$ cat src/rtl/matrix_pkg.sv
// Shared definitions for the matrix_feeder / matrix_mult pair.
// State encodings, default geometry and the job-size helper live here.
package matrix_pkg;

  typedef enum logic [2:0] {
    ST_LOAD      = 3'd0,
    ST_START     = 3'd1,
    ST_GAP       = 3'd2,
    ST_STREAM    = 3'd3,
    ST_WAIT_DONE = 3'd4
  } feeder_state_e;

  localparam int DW_DEF = 8;
  localparam int M_DEF  = 8;
  localparam int N_DEF  = 8;

  // One job holds matrix A followed by matrix B, both M x N.
  function automatic int total_elems(input int m, input int n);
    return 2 * m * n;
  endfunction

endpackage

$ cat src/rtl/feeder_ram.sv
// Job buffer for matrix_feeder: register array with synchronous write and
// combinational read through one shared address port.
module feeder_ram #(
  parameter int DW    = 8,
  parameter int DEPTH = 8,
  parameter int AW    = 3
) (
  input  logic          clk,
  input  logic          we,
  input  logic [AW-1:0] addr,
  input  logic [DW-1:0] wdata,
  output logic [DW-1:0] rdata
);

  logic [DW-1:0] mem [DEPTH];

  // No reset: contents are don't-care until a job has been loaded.
  always_ff @(posedge clk) begin
    if (we) mem[addr] <= wdata;
  end

  assign rdata = mem[addr];

endmodule

$ cat src/rtl/matrix_feeder.sv
// Buffers one A+B operand job from a valid/ready source and replays it into
// matrix_mult as start pulse, GAP idle cycles, then one element per clock.
//
// state        | meaning
// ST_LOAD      | accepting elements, in_ready high
// ST_START     | mm_start high for this single cycle
// ST_GAP       | GAP idle cycles before the first element
// ST_STREAM    | one buffered element on mm_data per cycle
// ST_WAIT_DONE | job replayed, waiting for mm_done
module matrix_feeder
  import matrix_pkg::*;
#(
  parameter int DW  = DW_DEF,
  parameter int M   = M_DEF,
  parameter int N   = N_DEF,
  parameter int GAP = 1
) (
  input  logic          clk,
  input  logic          reset,
  input  logic          in_valid,
  input  logic [DW-1:0] in_data,
  output logic          in_ready,
  output logic          mm_start,
  output logic [DW-1:0] mm_data,
  input  logic          mm_done,
  output logic          busy
);

  localparam int TOTAL = total_elems(M, N);
  localparam int CW    = $clog2(TOTAL + 1);
  localparam int AW    = (TOTAL > 1) ? $clog2(TOTAL) : 1;
  localparam int GW    = (GAP > 1) ? $clog2(GAP) : 1;
  localparam logic [CW-1:0] LAST     = CW'(TOTAL - 1);
  localparam logic [GW-1:0] GAP_INIT = GW'((GAP > 0) ? GAP - 1 : 0);

  feeder_state_e state, next_state;
  logic [CW-1:0] wr_cnt, rd_cnt;
  logic [GW-1:0] gap_cnt;
  logic          hs, wr_last;
  logic [AW-1:0] ram_addr;
  logic [DW-1:0] ram_rdata;

  assign in_ready = (state == ST_LOAD);
  assign hs       = in_valid & in_ready;
  assign wr_last  = (wr_cnt == LAST);
  assign ram_addr = (state == ST_LOAD) ? wr_cnt[AW-1:0] : rd_cnt[AW-1:0];

  feeder_ram #(
    .DW   (DW),
    .DEPTH(TOTAL),
    .AW   (AW)
  ) u_ram (
    .clk  (clk),
    .we   (hs),
    .addr (ram_addr),
    .wdata(in_data),
    .rdata(ram_rdata)
  );

  always_ff @(posedge clk or posedge reset) begin
    if (reset) state <= ST_LOAD;
    else       state <= next_state;
  end

  // rd_cnt runs one ahead of mm_data, so rd_cnt wrapping to 0 marks the
  // cycle in which the last element is on the bus.
  always_comb begin
    next_state = state;
    case (state)
      ST_LOAD:      if (hs && wr_last) next_state = ST_START;
      ST_START:     next_state = (GAP > 0) ? ST_GAP : ST_STREAM;
      ST_GAP:       if (gap_cnt == '0) next_state = ST_STREAM;
      ST_STREAM:    if (rd_cnt == '0) next_state = ST_WAIT_DONE;
      ST_WAIT_DONE: if (mm_done) next_state = ST_LOAD;
      default:      next_state = ST_LOAD;
    endcase
  end

  always_ff @(posedge clk or posedge reset) begin
    if (reset) begin
      wr_cnt   <= '0;
      rd_cnt   <= '0;
      gap_cnt  <= '0;
      mm_start <= 1'b0;
      mm_data  <= '0;
      busy     <= 1'b0;
    end else begin
      mm_start <= (next_state == ST_START);
      busy     <= (next_state != ST_LOAD);

      if (hs) wr_cnt <= wr_last ? '0 : wr_cnt + CW'(1);
      else if (state == ST_START) wr_cnt <= '0;

      if (state == ST_START) gap_cnt <= GAP_INIT;
      else if (state == ST_GAP && gap_cnt != '0) gap_cnt <= gap_cnt - GW'(1);

      // Registered from next_state so element 0 lands exactly 1+GAP after start.
      if (next_state == ST_STREAM) begin
        mm_data <= ram_rdata;
        rd_cnt  <= (rd_cnt == LAST) ? '0 : rd_cnt + CW'(1);
      end else begin
        mm_data <= '0;
      end
    end
  end

endmodule

$ cat config.mk
export PLATFORM = sky130hd
export DESIGN_NAME = matrix_feeder
export DESIGN_NICKNAME = d
export VERILOG_FILES = /design/src/rtl/matrix_pkg.sv /design/src/rtl/feeder_ram.sv /design/src/rtl/matrix_feeder.sv
export SDC_FILE = /design/constraint.sdc
export NUM_CORES = 1
export LEC_CHECK = 0
export CAP_MARGIN = 15
export CORE_MARGIN = 4
export CORE_UTILIZATION = 40
export DETAILED_ROUTE_END_ITERATION = 8
export DONT_BUFFER_PORTS = 1
export PLACE_DENSITY = 0.51
export SYNTH_ARGS = -nofsm -noshare
export SYNTH_HDL_FRONTEND = slang
export SYNTH_SLANG_ARGS = --single-unit
$ cat constraint.sdc
create_clock -name clk -period 3.25 [get_ports clk]
set_input_delay 0.4875 -clock clk [delete_from_list [all_inputs] [get_ports clk]]
set_output_delay 0.4875 -clock clk [all_outputs]
set_load 0.1 [all_outputs]
After elaboration in Yosys (flattened, before gate mapping)
Memory sizes are Yosys's and may differ from the RTL's.
Index checks and enable logic that the tools add are counted.
{"block": "word_totals", "reg_bits": 30, "mem_bits_rw": 1024, "out_inout_bits": 11, "mem_count": 1}
{"memory": "u_ram.mem", "words": 128, "width": 8, "read_ports": 1, "rd_clocked_by_memory_dff": 0, "wr": 1, "line_no": "feeder_ram.sv:15", "rtl": "logic [DW-1:0] mem [DEPTH];"}
{"block": "classes", "addsub": 3, "n_eq_ne": 8, "muxes": 15, "bitwise_logic": 1, "reduce_logical": 7}
{"op": "$mux 8", "n": 5}
{"op": "$add 8x1->8 const B", "n": 2}
{"op": "$eq 8x7->1 const B", "n": 2}
{"op": "$pmux 3 s5", "n": 1}
{"op": "$mux 3", "n": 4}
{"op": "$eq 3x2->1 const B", "n": 3}
{"op": "$logic_not 8->1", "n": 1}
{"op": "$mux 7", "n": 1}
{"op": "$eq 3x1->1 const B", "n": 2}
{"op": "$mux 1", "n": 4}
{"op": "$reduce_bool 2->1", "n": 2}
{"op": "$eq 3x3->1 const B", "n": 1}
{"op": "$logic_not 3->1", "n": 1}
{"op": "$reduce_bool 3->1", "n": 1}
{"op": "$logic_and 1x1->1", "n": 2}
{"op": "$and 1x1->1", "n": 1}
{"op": "$sub 1x1->1 const B", "n": 1}

Longest topological paths before layout
{"block": "depth", "depth_word": 7, "mapped_depth": 13, "depth_no_buf": 10}

By module
From an unflattened synthesis, not the netlist that was laid out.
{"block": "hier_totals", "cells_unflattened": 2614, "hier_area_um2": 41792.6}
{"mod": "feeder_ram", "n_inst": 1, "cells_per_inst": 2467, "area_each_um2": 40273.6, "seq_area_each_um2": 30749.5}
{"mod": "matrix_feeder", "n_inst": 1, "cells_per_inst": 147, "area_each_um2": 1519.0, "seq_area_each_um2": 750.7}

Worst setup path before layout
Ideal clock, no wire load.
{"block": "synth_path", "path_kind": "register -> register", "startpoint": "register state[1]", "endpoint": "memory u_ram.mem[64][0] (enable)", "setup_time_ns": 0.370, "arrival_time_ns": 3.351, "required_time_ns": 2.880, "slack_ns": -0.472, "path_stages_with_launch": 11, "n_path_buf": 4, "cell_sequence": "dfrtp_1 or3_1 buf_4 clkinv_2 buf_4 clkbuf_1 nand3b_1 nand2_1 clkbuf_1 nand2_1 nor2_1"}
{"block": "synth_between", "elab_chain_cells": 4}
{"item": "start: declaration", "line_no": "matrix_feeder.sv:36", "rtl": "feeder_state_e state, next_state;"}
{"item": "start signal: assignment", "line_no": "matrix_feeder.sv:62", "rtl": "else state <= next_state;"}
{"item": "$logic_not 3->1 (*)", "line_no": "matrix_feeder.sv:43", "rtl": "assign in_ready = (state == ST_LOAD);"}
{"item": "via in_ready", "line_no": "matrix_feeder.sv:22", "rtl": "output logic in_ready,"}
{"item": "$and 1x1->1", "line_no": "matrix_feeder.sv:44", "rtl": "assign hs = in_valid & in_ready;"}
{"item": "$mux 1", "line_no": "feeder_ram.sv:19", "rtl": "if (we) mem[addr] <= wdata;"}
{"item": "$mux 1 (not written as such)", "line_no": "feeder_ram.sv:19"}
{"item": "end: declaration", "line_no": "feeder_ram.sv:15"}
Mark *: on every way through the listed nets, which the timed path passes. The rest lies on a longest branch.

Worst setup path in the final report
{"block": "layout_path", "startpoint": "register rd_cnt[1]", "endpoint": "register mm_data[3]"}
{"block": "layout_between", "elab_chain_cells": 5}
{"item": "start: declaration", "line_no": "matrix_feeder.sv:37", "rtl": "logic [CW-1:0] wr_cnt, rd_cnt;"}
{"item": "start signal: assignment", "line_no": "matrix_feeder.sv:100", "rtl": "rd_cnt <= (rd_cnt == LAST) ? '0 : rd_cnt + CW'(1);"}
{"item": "branches (longest 4 deep; another with $mem_v2 128x8)"}
{"item": "$mux 8 (*)", "line_no": "matrix_feeder.sv:98", "rtl": "if (next_state == ST_STREAM) begin"}
{"item": "end signal: assignment", "line_no": "matrix_feeder.sv:99", "rtl": "mm_data <= ram_rdata;"}
{"item": "end: declaration", "line_no": "matrix_feeder.sv:24", "rtl": "output logic [DW-1:0] mm_data,"}
Mark *: on every way between the ends.
A chain may end at the register's enable or synchronous reset.

==> metrics.md <==
| Metric | Value |
|---|---|
| R2R depth | 11 |
| Synth area leaders | edfxtp_1 (78%), o22ai_1 (5.9%), nor2_1 (2.8%) |
| Clock buffer depth | 3 |
| Fin crit period | ~3.2 ns |
| H-tree depth | 3 |
| Prevailing post-synth register cell | edfxtp_1 |
| Setup TNS Final | 0 ns |
| Worst setup EP type | register |
| Detailed Place HPWL | 66400 um |
| WL/cell | 27.2 um |
| Crit path launch | rd_cnt[1]$_DFFE_PP0N_ |
| Count leader, synth | edfxtp_1 |
| Initial antenna violation count | 2 |
| Required time of the critical path | 3.79 ns |
| Largest area contributor in the netlist | edfxtp_1 |
| Synthesized area | 0.0397 mm2 |
| CTS Buf Count | 109 |
| Yosys warns | 0 |
| Worst-Skew Late Latency | roughly 0.68 ns |
| Slew @ Worst Pin | 1.21 ns |
| Max Freq | 314 MHz |
| P&R area growth vs syn | 19.2% |
| Maximum VDD drop | 0.548 mV |
| Grt total ovfl | 0 |
| Kind of critical path | register to register |
| Post-route antenna net violation count | 0 |
| Final hold vios | 0 |
| Port Buffer Count | 0 |
| DR vias/cell | 5.79 |
| Period Utilization, post-route | 98.0% |
| R2R Setup Slk | 0.07 ns |
| Hold Crit Endpoint | state[2]$_DFF_PP0_ |
| Slew HR | between 10% and 20% |
| Root Buffer | clkbuf_16 |
| Nets | 2791 |
| Worst Hold Class | primary input to register |
| Non-Filler Instances | 4154 |
| Reg2reg end | mm_data[3]$_DFF_PP0_ |
| Mapped Cells | approximately 2600 |
| I/O pin cnt | 23 |
| Final wirelength | 113000 um |
| CTS Sinks | 1054 |
| Clk slew on worst S/H paths | 0.06 ns |
| Core region area | between 0.09 and 0.1 mm2 |
| Final Slew Violations | 0 |
| Crit start category | register |
| Vias in the first global route | ~24000 |
| Leakage | 15.2 nW |
| Initial Util | just over 40% |
| First-pass GRT wire length | 165000 um |
| # rows | roughly 120 |
| Largest net degree at the start of global routing | 129 |
| CTS tree | built |
| Netlist cell types | 49 |
| Clock Skew | 0.0248 ns |
| First-pass detailed-route iteration total | 5 |
| PD cells | 778 mW/mm2 |
| Post-synth EDFFs | 1024 |
| Asr flop ratio synth | about 2.8% |
| Outcome | complete, no violations |
| Syn_area_per_cell | 15.4 um2 |
| Iteration-0 DRC Markers | 2582 |
| Die W | 323 um |
| DRC | 0 |
| Max Cap Viol | 0 |
| Dpl cells | 3924 |
| Critical Path AT | 3.73 ns |
| Synth Net Count | 2587 |
| Synth top area share | 77.5% |
| Hold depth | 2 |
| Vias | approximately 24000 |
| Critical Path Fanout Max | 23 |
| Ant diodes | 0 |
| Layout cell share with drive strength beyond 1 | 16.6% |
| Min-delay src | mm_done |
| Total Routing Usage GR | 21.5% |
| Post-synth top cells | edfxtp_1 (1024), o22ai_1 (371), nor2_1 (297) |
| Seq cells post-synth | 1054 |
| Reg-to-reg critical path startpoint | rd_cnt[1]$_DFFE_PP0N_ |
| Seq/Total Area, Yosys | 79.4% |
| Routability cong. | 0.838 |
| RSZ-0062 raised after global routing | true |
| Die area | 0.104 mm2 |
| Total power | 36.8 mW |
| Setup Viol. Count Final | 0 |
| Die Span Y | 323 um |
cell families after synthesis:
family,after synthesis,share of synthesized area [%]
adder cells (fa/ha/maj),3,0.0947
XOR/XNOR,5,0.110
multiplexers,42,1.20
AO/OA/AOI/OAI,608,9.87
flip-flops,1054,79.4
AND/OR/NAND/NOR,689,7.28
buffers and inverters,171,2.01
sequential cells by signal, indices dropped and copies added, names as in the netlist:
name and cells:
state 3, wr_cnt 8, busy 1, mm_data 8, gap_cnt 1, u_ram.mem 1024, rd_cnt 8, mm_start 1
report_power, final:
| group | internal, mW | switching, mW |
|---|---|---|
| clock | 7.51 | 5.19 |
| sequential | 15.1 | 0.149 |
| combinational | 3.22 | 5.61 |
layout make-up:
class,count,area [um2]
tap,1287,1610
timing repair buffer,256,2740
clock buffer,130,2850
multi-input combinational,1347,7770
inverter,8,31.3
sequential,1054,31500
clock inverter,72,779
fill,8508,51100
placed cells by master, fill, tap and decap left out, types with 11 or more instances in the layout:
master,count
o21ai_0,15
nand3b_1,11
a21oi_1,84
a32oi_1,32
edfxtp_1,1024
nor2_2,13
buf_12,40
a31oi_1,32
nor3_1,15
clkbuf_1,19
o22a_1,11
mux2i_1,32
buf_16,12
clkinv_2,22
clkinv_1,25
buf_4,195
dfrtp_1,30
bufinv_16,16
nand3_1,83
o22ai_1,370
o221ai_1,11
nor2_1,284
clkbuf_16,111
nand2_1,233
what timing repair did:
action	4_1_cts	5_1_grt
endpoints found under the hold margin	980	0
hold buffers	13	0
setup endpoints to repair	8	135
gates resized for setup	25	32
buffers inserted	8	3
gates cloned	3	0
pin swaps	8	7
per-stage QoR:
step                      util [%]  instance area, um2  hold WS (ns)  setup slack, ns
after global placement        43.5               42800         0.480           -0.511
final                         48.0               47300        0.0923           0.0663
after global routing          48.0               47300        0.0546          -0.0733
after detailed placement      43.5               42800         0.485           -0.542
after CTS                     47.8               47100        0.0444           0.0201
after floorplan                  -               39700         0.459           0.0564
how the worst max path moves through the flow:
stage                                            end  depth (start not counted)
final                           mm_data[3]$_DFF_PP0_                         11
after global placement          mm_data[0]$_DFF_PP0_                         11
after global routing      u_ram.mem[52][1]$_DFFE_PP_                          9
after detailed placement        mm_data[2]$_DFF_PP0_                         12
after CTS                       mm_data[1]$_DFF_PP0_                         13
after floorplan           u_ram.mem[64][0]$_DFFE_PP_                         10
critical path, stage by stage (launching register included):
cell	delay (ns)
dfrtp_1	0.70
nor3b_1	0.38
mux2i_4	0.16
buf_12	0.19
buf_12	0.17
buf_4	0.18
o22ai_1	0.21
nor4_1	0.08
buf_4	0.14
o22ai_1	0.43
o31a_1	0.31
nor3_1	0.07
layer usage:
layer	vias up	GRT usage (%)	share of wire [%]
met1	12472	30.0	43
met4	0	5.85	2.5
met2	834	35.0	48
met5	-	0	0
li1	10596	-	-
met3	152	3.72	6.5
(Power assumes the default switching activity.)
